[src/rtl/urp_pcie_tx_tlp_engine.sv]
// urp_pcie_tx_tlp_engine: packs requests into TLPs, queues them DW-serially
// per virtual channel, reassembles and round-robin arbitrates onto one port.
module urp_pcie_tx_tlp_engine #(
    parameter int N_VC           = 2,
    parameter int PAYLOAD_DW     = 4,
    parameter int FIFO_DEPTH_LG2 = 4,
    localparam int TLP_DW        = 3 + PAYLOAD_DW,
    localparam int TLP_W         = 32 * TLP_DW,
    localparam int VC_W          = (N_VC > 1) ? $clog2(N_VC) : 1
) (
    input  logic                    clk,
    input  logic                    rst_n,
    input  logic                    req_valid_i,
    output logic                    req_ready_o,
    input  logic [32*PAYLOAD_DW-1:0] payload_i,
    input  logic [31:0]             addr_i,
    input  logic [2:0]              header_fmt_i,
    input  logic [4:0]              header_type_i,
    input  logic [2:0]              header_tc_i,
    input  logic [9:0]              header_length_i,
    input  logic [15:0]             header_requestID_i,
    input  logic [15:0]             header_completID_i,
    output logic [TLP_W-1:0]        tlp_o,
    output logic [VC_W-1:0]         tlp_vc_o,
    output logic                    tlp_valid_o,
    input  logic                    tlp_ready_i,
    output logic                    err_unsupported_o
);

    localparam int DEPTH = 2 ** FIFO_DEPTH_LG2;
    localparam int CNT_W = FIFO_DEPTH_LG2 + 1;
    localparam int IDX_W = $clog2(TLP_DW);

    typedef enum logic {S_IDLE, S_SEND} ser_state_t;

    ser_state_t ser_state, ser_next;

    logic                      rdy_q;
    logic [TLP_W-1:0]          ser_tlp;
    logic [IDX_W-1:0]          ser_idx;
    logic [VC_W-1:0]           ser_vc;
    logic                      fifo_wr;
    logic [31:0]               wdata;

    logic [VC_W-1:0]           req_vc;
    logic                      type_mem;
    logic                      type_cpl;
    logic                      type_ok;
    logic [31:0]               dw0;
    logic [TLP_W-1:0]          req_tlp;
    logic                      accept;

    logic [31:0]               fifo_mem [N_VC][DEPTH];
    logic [FIFO_DEPTH_LG2-1:0] wptr [N_VC];
    logic [FIFO_DEPTH_LG2-1:0] rptr [N_VC];
    logic [CNT_W-1:0]          cnt  [N_VC];
    logic [N_VC-1:0]           wr_en;
    logic [N_VC-1:0]           pop;

    logic [TLP_W-1:0]          asm_q   [N_VC];
    logic [IDX_W-1:0]          asm_cnt [N_VC];
    logic [N_VC-1:0]           pending;

    logic [VC_W-1:0]           rr_ptr;
    logic [VC_W-1:0]           gnt_vc;
    logic [VC_W-1:0]           scan_vc;
    logic                      gnt_found;
    logic                      load;

    assign req_vc   = VC_W'({1'b0, header_tc_i} % 4'(N_VC));
    assign type_mem = (header_type_i[4:1] == 4'b0000);
    assign type_cpl = (header_type_i[4:1] == 4'b0101);
    assign type_ok  = type_mem | type_cpl;
    assign dw0      = {header_fmt_i, header_type_i, header_tc_i,
                       header_length_i, 11'b0};
    assign req_tlp  = type_cpl
        ? {dw0, header_requestID_i, header_completID_i, addr_i, payload_i}
        : {dw0, header_requestID_i, addr_i, 16'h0, payload_i};

    // whole-TLP space check: a request only starts when the full TLP fits
    assign req_ready_o = rdy_q && (ser_state == S_IDLE) &&
                         (cnt[req_vc] <= CNT_W'(DEPTH - TLP_DW));
    assign accept      = req_valid_i && req_ready_o;
    assign wdata       = ser_tlp[TLP_W-1 -: 32];

    // serializer state register
    always_ff @(posedge clk or negedge rst_n) begin
        if (!rst_n) ser_state <= S_IDLE;
        else        ser_state <= ser_next;
    end

    // serializer next state: one SEND pass of TLP_DW cycles per legal request
    always_comb begin
        ser_next = ser_state;
        case (ser_state)
            S_IDLE:  if (accept && type_ok) ser_next = S_SEND;
            S_SEND:  if (ser_idx == IDX_W'(TLP_DW - 1)) ser_next = S_IDLE;
            default: ser_next = S_IDLE;
        endcase
    end

    // serializer outputs: one DW written per SEND cycle
    always_comb begin
        fifo_wr = (ser_state == S_SEND);
        wr_en   = '0;
        for (int v = 0; v < N_VC; v++)
            wr_en[v] = fifo_wr && (ser_vc == VC_W'(v));
    end

    // serializer datapath, ready gating after reset and illegal-type pulse
    always_ff @(posedge clk or negedge rst_n) begin
        if (!rst_n) begin
            rdy_q             <= 1'b0;
            err_unsupported_o <= 1'b0;
            ser_tlp           <= '0;
            ser_idx           <= '0;
            ser_vc            <= '0;
        end else begin
            rdy_q             <= 1'b1;
            err_unsupported_o <= accept && !type_ok;
            if (accept && type_ok) begin
                ser_tlp <= req_tlp;
                ser_vc  <= req_vc;
                ser_idx <= '0;
            end else if (fifo_wr) begin
                ser_tlp <= {ser_tlp[TLP_W-33:0], 32'h0};
                ser_idx <= ser_idx + 1'b1;
            end
        end
    end

    // FIFO storage; contents need no reset since occupancy guards reads
    always_ff @(posedge clk) begin
        for (int v = 0; v < N_VC; v++)
            if (wr_en[v]) fifo_mem[v][wptr[v]] <= wdata;
    end

    // FIFO pointers and occupancy
    always_ff @(posedge clk or negedge rst_n) begin
        if (!rst_n) begin
            for (int v = 0; v < N_VC; v++) begin
                wptr[v] <= '0;
                rptr[v] <= '0;
                cnt[v]  <= '0;
            end
        end else begin
            for (int v = 0; v < N_VC; v++) begin
                if (wr_en[v]) wptr[v] <= wptr[v] + 1'b1;
                if (pop[v])   rptr[v] <= rptr[v] + 1'b1;
                case ({wr_en[v], pop[v]})
                    2'b10:   cnt[v] <= cnt[v] + 1'b1;
                    2'b01:   cnt[v] <= cnt[v] - 1'b1;
                    default: cnt[v] <= cnt[v];
                endcase
            end
        end
    end

    // assembler FILL pops whenever data is present and no TLP is held
    always_comb begin
        pop = '0;
        for (int v = 0; v < N_VC; v++)
            pop[v] = !pending[v] && (cnt[v] != '0);
    end

    // assembler shift registers; pending marks a complete TLP in HOLD
    always_ff @(posedge clk or negedge rst_n) begin
        if (!rst_n) begin
            pending <= '0;
            for (int v = 0; v < N_VC; v++) begin
                asm_q[v]   <= '0;
                asm_cnt[v] <= '0;
            end
        end else begin
            for (int v = 0; v < N_VC; v++) begin
                if (pop[v]) begin
                    asm_q[v] <= {asm_q[v][TLP_W-33:0], fifo_mem[v][rptr[v]]};
                    if (asm_cnt[v] == IDX_W'(TLP_DW - 1)) begin
                        asm_cnt[v] <= '0;
                        pending[v] <= 1'b1;
                    end else begin
                        asm_cnt[v] <= asm_cnt[v] + 1'b1;
                    end
                end else if (load && (gnt_vc == VC_W'(v))) begin
                    pending[v] <= 1'b0;
                end
            end
        end
    end

    // round-robin grant: first pending VC at or after the pointer
    always_comb begin
        gnt_found = 1'b0;
        gnt_vc    = rr_ptr;
        scan_vc   = rr_ptr;
        for (int i = 0; i < N_VC; i++) begin
            scan_vc = VC_W'((int'(rr_ptr) + i) % N_VC);
            if (!gnt_found && pending[scan_vc]) begin
                gnt_found = 1'b1;
                gnt_vc    = scan_vc;
            end
        end
    end

    assign load = gnt_found && (!tlp_valid_o || tlp_ready_i);

    // output register; holds while stalled, reloads back-to-back
    always_ff @(posedge clk or negedge rst_n) begin
        if (!rst_n) begin
            tlp_o       <= '0;
            tlp_vc_o    <= '0;
            tlp_valid_o <= 1'b0;
            rr_ptr      <= '0;
        end else if (load) begin
            tlp_o       <= asm_q[gnt_vc];
            tlp_vc_o    <= gnt_vc;
            tlp_valid_o <= 1'b1;
            rr_ptr      <= VC_W'((int'(gnt_vc) + 1) % N_VC);
        end else if (tlp_ready_i) begin
            tlp_valid_o <= 1'b0;
        end
    end

endmodule
[config.mk]
export PLATFORM = sky130hd
export DESIGN_NAME = urp_pcie_tx_tlp_engine
export DESIGN_NICKNAME = d
export VERILOG_FILES = /design/src/rtl/urp_pcie_tx_tlp_engine.sv
export SDC_FILE = /design/constraint.sdc
export NUM_CORES = 2
export LEC_CHECK = 0
export ABC_AREA = 1
export CAP_MARGIN = 5
export CORE_UTILIZATION = 45
export DETAILED_ROUTE_END_ITERATION = 8
export HOLD_SLACK_MARGIN = 0.03
export PLACE_DENSITY_LB_ADDON = 0.1
export SYNTH_ARGS = -nofsm -noshare
export SYNTH_HDL_FRONTEND = slang
export SYNTH_SLANG_ARGS = --single-unit
[constraint.sdc]
create_clock -name clk -period 6.2 [get_ports clk]
set_input_delay 1.86 -clock clk [delete_from_list [all_inputs] [get_ports clk]]
set_output_delay 1.86 -clock clk [all_outputs]
set_load 0.02 [all_outputs]
* After elaboration in Yosys (flattened, before gate mapping) *
Memories as Yosys holds them, arrays and structs flattened.
Index checks and enable logic that the tools add are counted.
Widths: inputs -> output; s select.

word-level totals
  register bits = 940
  RAM bits = 1024
  input bits = 217
  output and inout bits = 228
  logic and storage cells = 150
  memories = 1

operators by class
  add/subtract/negate cells = 13
  magnitude comparators = 11
  eq/ne operators = 10
  multiplexer cells = 50
  bitwise operators = 10
  reductions and logical operators = 33

memory list
  memory    words  width  rd ports  clocked after Yosys merged registers in  wr ports  line  text
  fifo_mem  2      512    2         0                                        1         53    logic [31:0] fifo_mem [N_VC][DEPTH];

operator list
  cell                 count
  $mux 512             4
  $mux 224             5
  $reduce_or 512->1    1
  $bmux 32 s4          2
  $demux 32 s4         2
  $mux 32              6
  $mux 176             1
  $ge 5x5->1 const B   4
  $mux 1               20
  $not 4->5            4
  $pmux 5 s2           2
  $add 4x1->4 const B  4
  $logic_and 1x1->1    15
  $mux 5               3
  $mux 3               4
  $reduce_bool 2->1    6
  $add 5x1->5 const B  2
  $lt 5x1->1 const B   2
  $reduce_bool 5->1    2
  $sub 5x1->5 const B  2
  $add 3x1->3 const B  3
  $eq 3x3->1 const B   3
  $le 5x4->1 const B   1
  $logic_not 1->1      5
  14 further kinds     24

* Depth between registers and ports, before layout *
  word-level depth = 10
  mapped depth = 18
  depth with buffers taken out = 17

* Worst setup path after synthesis *
No wires, ideal clock.

  path type = input to output
  from = input header_tc_i[0]
  to = output req_ready_o
  arrival = 2.476 ns
  data required time = 4.340 ns
  path slack = 1.864 ns
  cell stages on the path = 6
  path buffers = 1
  cell sequence = inv_1 > nor2_1 > nand2_1 > nand2_1 > nor2_4 > buf_2

between the ends
  cells in the longest elaborated chain, start to end = 6

ends and longest elaborated chain
  element                                     line  text
  start: declaration                          19    input logic [2:0] header_tc_i,
  $not 1->2 (not written as such)             82    (cnt[req_vc] <= CNT_W'(DEPTH - TLP_DW));
  $mux 5 (not written as such) (3 in series)  82
  $le 5x4->1                                  82
  $logic_and 1x1->1                           81    assign req_ready_o = rdy_q && (ser_state == S_IDLE) &&
  end: declaration                            14    output logic req_ready_o,

Every way passes these cells. The select of a mux whose other input is x is not followed.

* Worst setup path after layout *
Ends and elaborated chain as after synthesis.

==> results.md <==
Detailed routing:
- After detailed routing, the average wire length per cell comes to 23.0 um.
- The total via count in the routed design is between 50000 and 60000.
- The via density per instance is around 5.4.
- The first detailed-routing pass ran for 7 iterations.
- The residual antenna-violating net count after detailed routing is 0.
- For this run, design rule violations remaining after detail routing come to 0.
- Wires add up to roughly 240 mm.
- In this run, the number of DRC markers left after iteration 0 of detailed routing was around 5400.

Synthesis:
- The total nets after synthesis is between 7000 and 8000.
- The cell taking the most area after synthesis is sky130_fd_sc_hd__edfxtp_1.
- The synthesized design contains between 1000 and 1500 enable-type register cells.
- The number of library cell types mapped by synthesis is 32.
- In the post-synthesis netlist, the cell with the most instances is sky130_fd_sc_hd__nand2_1.
- Of the synthesized area, sequential elements account for 0.685.
- The per-instance average area after synthesis is roughly 11 sq um.
- Synthesis produced a netlist whose cell count is 7528.
- The fraction of synthesis flops using an asynchronous set or reset pin is 0.479.
- The Yosys step of the flow raised 0 warnings.
- The mapped netlist covers between 70000 and 80000 sq um.
- The most used flip-flop cell after synthesis is sky130_fd_sc_hd__edfxtp_1.
- The commonest cells after synthesis are sky130_fd_sc_hd__nand2_1, sky130_fd_sc_hd__nand3_1, sky130_fd_sc_hd__edfxtp_1.
- In this run, synthesis produced a sequential element count of 1964.
- The proportion of netlist area held by the largest area contributor is 0.388.
- By area the synthesized netlist is led by sky130_fd_sc_hd__edfxtp_1, sky130_fd_sc_hd__dfrtp_1, sky130_fd_sc_hd__nand2_1, sky130_fd_sc_hd__nand3_1, sky130_fd_sc_hd__o21ai_0.

Critical path:
- The most frequent cell on the critical path is sky130_fd_sc_hd__clkdlybuf4s50_1.
- Data on the critical path is required at its endpoint by about 4.3 ns.
- STA classifies the critical path endpoint as a primary output.
- The count of buffer and inverter cells on the critical path is 3.
- The startpoint identified for the worst register-to-register timing path is fifo_wr.
- Traced cell by cell, the critical path runs through clkdlybuf4s50_1, nor2_1, nand2_1, inv_1, nor2_4, clkdlybuf4s50_1.
- The slowest library cell on the worst path is sky130_fd_sc_hd__clkdlybuf4s50_1.
- The timing startpoint of the critical path is header_tc_i[0].
- By startpoint and endpoint, the worst setup path is classified as in -> out.
- The delay contributed by the slowest stage of the critical path is roughly 0.61 ns.
- The element type at the critical path start is a primary input.
- The critical-path maximum fanout is 3.
- STA puts the critical path data arrival time at around 3.4 ns.
- The cell family with the largest share of critical-path delay is buffers and inverters.

Floorplanning:
- The floorplan step defined a die boundary enclosing roughly 180000 sq um.
- The horizontal die dimension is ~420 um.
- The region available for standard cell placement spans approximately 170000 sq um.
- The cell row count is ~150.
- The number of top-level pins is approximately 450.
- For this configuration, the core starts out at a cell density of 0.454.
- The die is 422 um tall.

Timing:
- The fmax is approximately 190 MHz.
- The shortest clock period the worst path allows after layout is around 5.3 ns.
- The final cycle utilization of the critical path is 0.854.
- The number of failing hold endpoints at the final stage is 0.
- The count of endpoints failing setup in the final report is 0.
- The final total negative setup slack is 0 ns.
- For the pin with the worst max-slew slack, the measured transition is about 1.3 ns.
- Headroom to the max-slew limit came out at 0.133.
- The clock tree skew after final layout is 0.0248 ns.
- The number of slew-limit violations in the final report is 0.
- Setup repair after global routing left no endpoint under its margin.

Clock tree:
- No sink is reached through more buffers than the 3 on the longest clock path.
- The later pin in the worst-skew pair is clocked with a latency of 0.83 ns.
- The buffer count from post-CTS setup fixing is 0.
- The H-tree was split into 4 levels.
- In this run, post-CTS hold repair placed 0 buffers.
- TritonCTS built the clock tree.
- The clock-pin slew of the registers on the worst-case setup and hold paths is about 0.06 ns.
- The number of gates given a new drive strength after cts is 0.
- Clock tree synthesis inserted a total of 203 buffers.
- The tree is rooted in a sky130_fd_sc_hd__clkbuf_16.
- The CTS sink count is a little under 2000.

Placed design:
- After legalization and detailed placement, the total HPWL measured ~140 mm.
- The global placement routability congestion is about 0.85.
- The number of port buffers is about 440.

Global route:
- The global-route wire length before repair is about 350 mm.
- For this run, the total global-route usage over all layers was measured as 0.264.
- Entering global routing, the biggest net connects approximately 180 pins.
- The initial antenna violation count came to 5.
- For this run the aggregate overflow at the end of global routing stands at 0.
- The number of global-route vias before repair came to 53300.

Final layout:
- The relative area change from synthesis to final layout is 16.6%.
- In the final layout, the share of cells above drive strength 1 is 0.0601.
- The net count of the finished layout is 8047.
- The combined area of the multi-input logic cells is 21300 sq um.
- The filler cell count in the final layout is ~16000.
- The area taken by flip-flops and latches is 54300 sq um.

Pwr:
- IR analysis of the VDD net gives a maximum drop of 0.000353 V.
- The power consumption is 0.0491 W.
- The power density over cell area is between 500 and 600 nW/um^2.
- The leakage power figure is ~38 nW.

Job:
- The reported max-cap violation count is 0.

Outcome:
- The run finished with clean final reports.

Hold path:
- The worst min-delay path class is reg -> reg.
- The startpoint identified for the worst hold timing path is tlp_o[210].
## cell usage in the layout (no fill, tap or decap), drive strengths merged
cell type,synthesis,final
xnor2,2,2
diode,0,6
edfxtp,1024,1024
nand2,2447,2447
o21ai,426,426
buf,276,123
and3,2,2
o221ai,192,192
bufinv,0,4
or2,15,15
nor2,121,121
clkinv,1,45
conb,1,1
o22ai,2,2
nand3b,17,17
clkdlybuf4s50,0,443
inv,466,468
clkbuf,213,325
a21boi,4,4
xor2,18,18
dfrtp,940,940
nand3,1153,1153
clkinvlp,0,3
ha,20,20
a21oi,132,132
nand4,21,21
o21bai,2,2
o211ai,1,1
a22oi,32,32
## power by group
group / internal [W] / leakage, nW / switching, W
clock network: 0.00680 / 3.15 / 0.00506
logic: 0.00528 / 13.9 / 0.0116
registers: 0.0177 / 21.3 / 0.00272
total: 0.0297 / 38.3 / 0.0193
## flip-flops by register name, indices dropped and copies added (netlist names)
register,count
ser_idx,3
err_unsupported_o,1
cnt,10
ser_tlp,224
rr_ptr,1
rdy_q,1
fifo_wr,1
tlp_valid_o,1
tlp_o,224
fifo_mem,1024
asm_q,448
pending,2
wptr,8
tlp_vc_o,1
rptr,8
asm_cnt,6
ser_vc,1
## worst reg2reg max path: cells and delay by family (launching register included)
family | cells | cell delay (ns)
and+or+nand+nor | 3 | 1.68
DFF | 1 | 0.79
buffers and inverters | 2 | 0.83
## logic make-up after synthesis
kind of cell | share of synthesized area
AO/OA/AOI/OAI | 0.0605
flip-flops | 0.685
AND/OR/NAND/NOR | 0.199
other | 0.0000473
buffers and inverters | 0.0495
adder cells (fa/ha/maj) | 0.00316
XOR/XNOR | 0.00221
## final timing paths
kind	end	depth (start not counted)	slack, ns
hold / removal	tlp_o[210]	2	0.48
setup reg to reg	fifo_mem[0][698]	5	2.57
min in group asynchronous	tlp_o[128]	1	1.04
setup / recovery	req_ready_o	6	0.90
max in group asynchronous	tlp_o[77]	2	3.72
hold reg to reg	tlp_o[210]	2	0.48
## per-stage QoR
| step | setup slack [ns] | cell area (sq um) | hold WS [ns] | util | cells |
|---|---|---|---|---|---|
| after detailed placement | 0.901 | 85900 | 0.466 | 0.492 | 9930 |
| after global placement | 0.877 | 85900 | 0.462 | 0.492 | 9930 |
| after global routing | 0.842 | 92300 | 0.497 | 0.529 | 10300 |
| after CTS | 0.898 | 92300 | 0.483 | 0.529 | 10300 |
| final | 0.905 | 92300 | 0.476 | 0.529 | 10300 |
| after floorplan | 1.86 | 79200 | 0.447 | - | 7528 |
## final cells by class
class                      instances  share of cell area
tap                             2325              0.0315
sequential                      1964               0.588
clock inverter                    53             0.00442
inverter                         467              0.0194
timing repair buffer             566              0.0603
multi-input combinational       4608               0.231
clock buffer                     325              0.0654
antenna                            6            0.000163
## metal layers
metal / vias up / track usage / share of wire
li1: 26000 / - / -
met1: 27800 / 0.368 / 0.43
met2: 1676 / 0.433 / 0.49
met3: 307 / 0.0347 / 0.052
met4: 2 / 0.0798 / 0.028
met5: - / 0 / 0.000072
No activity file was read; power rests on OpenSTA's default activity.
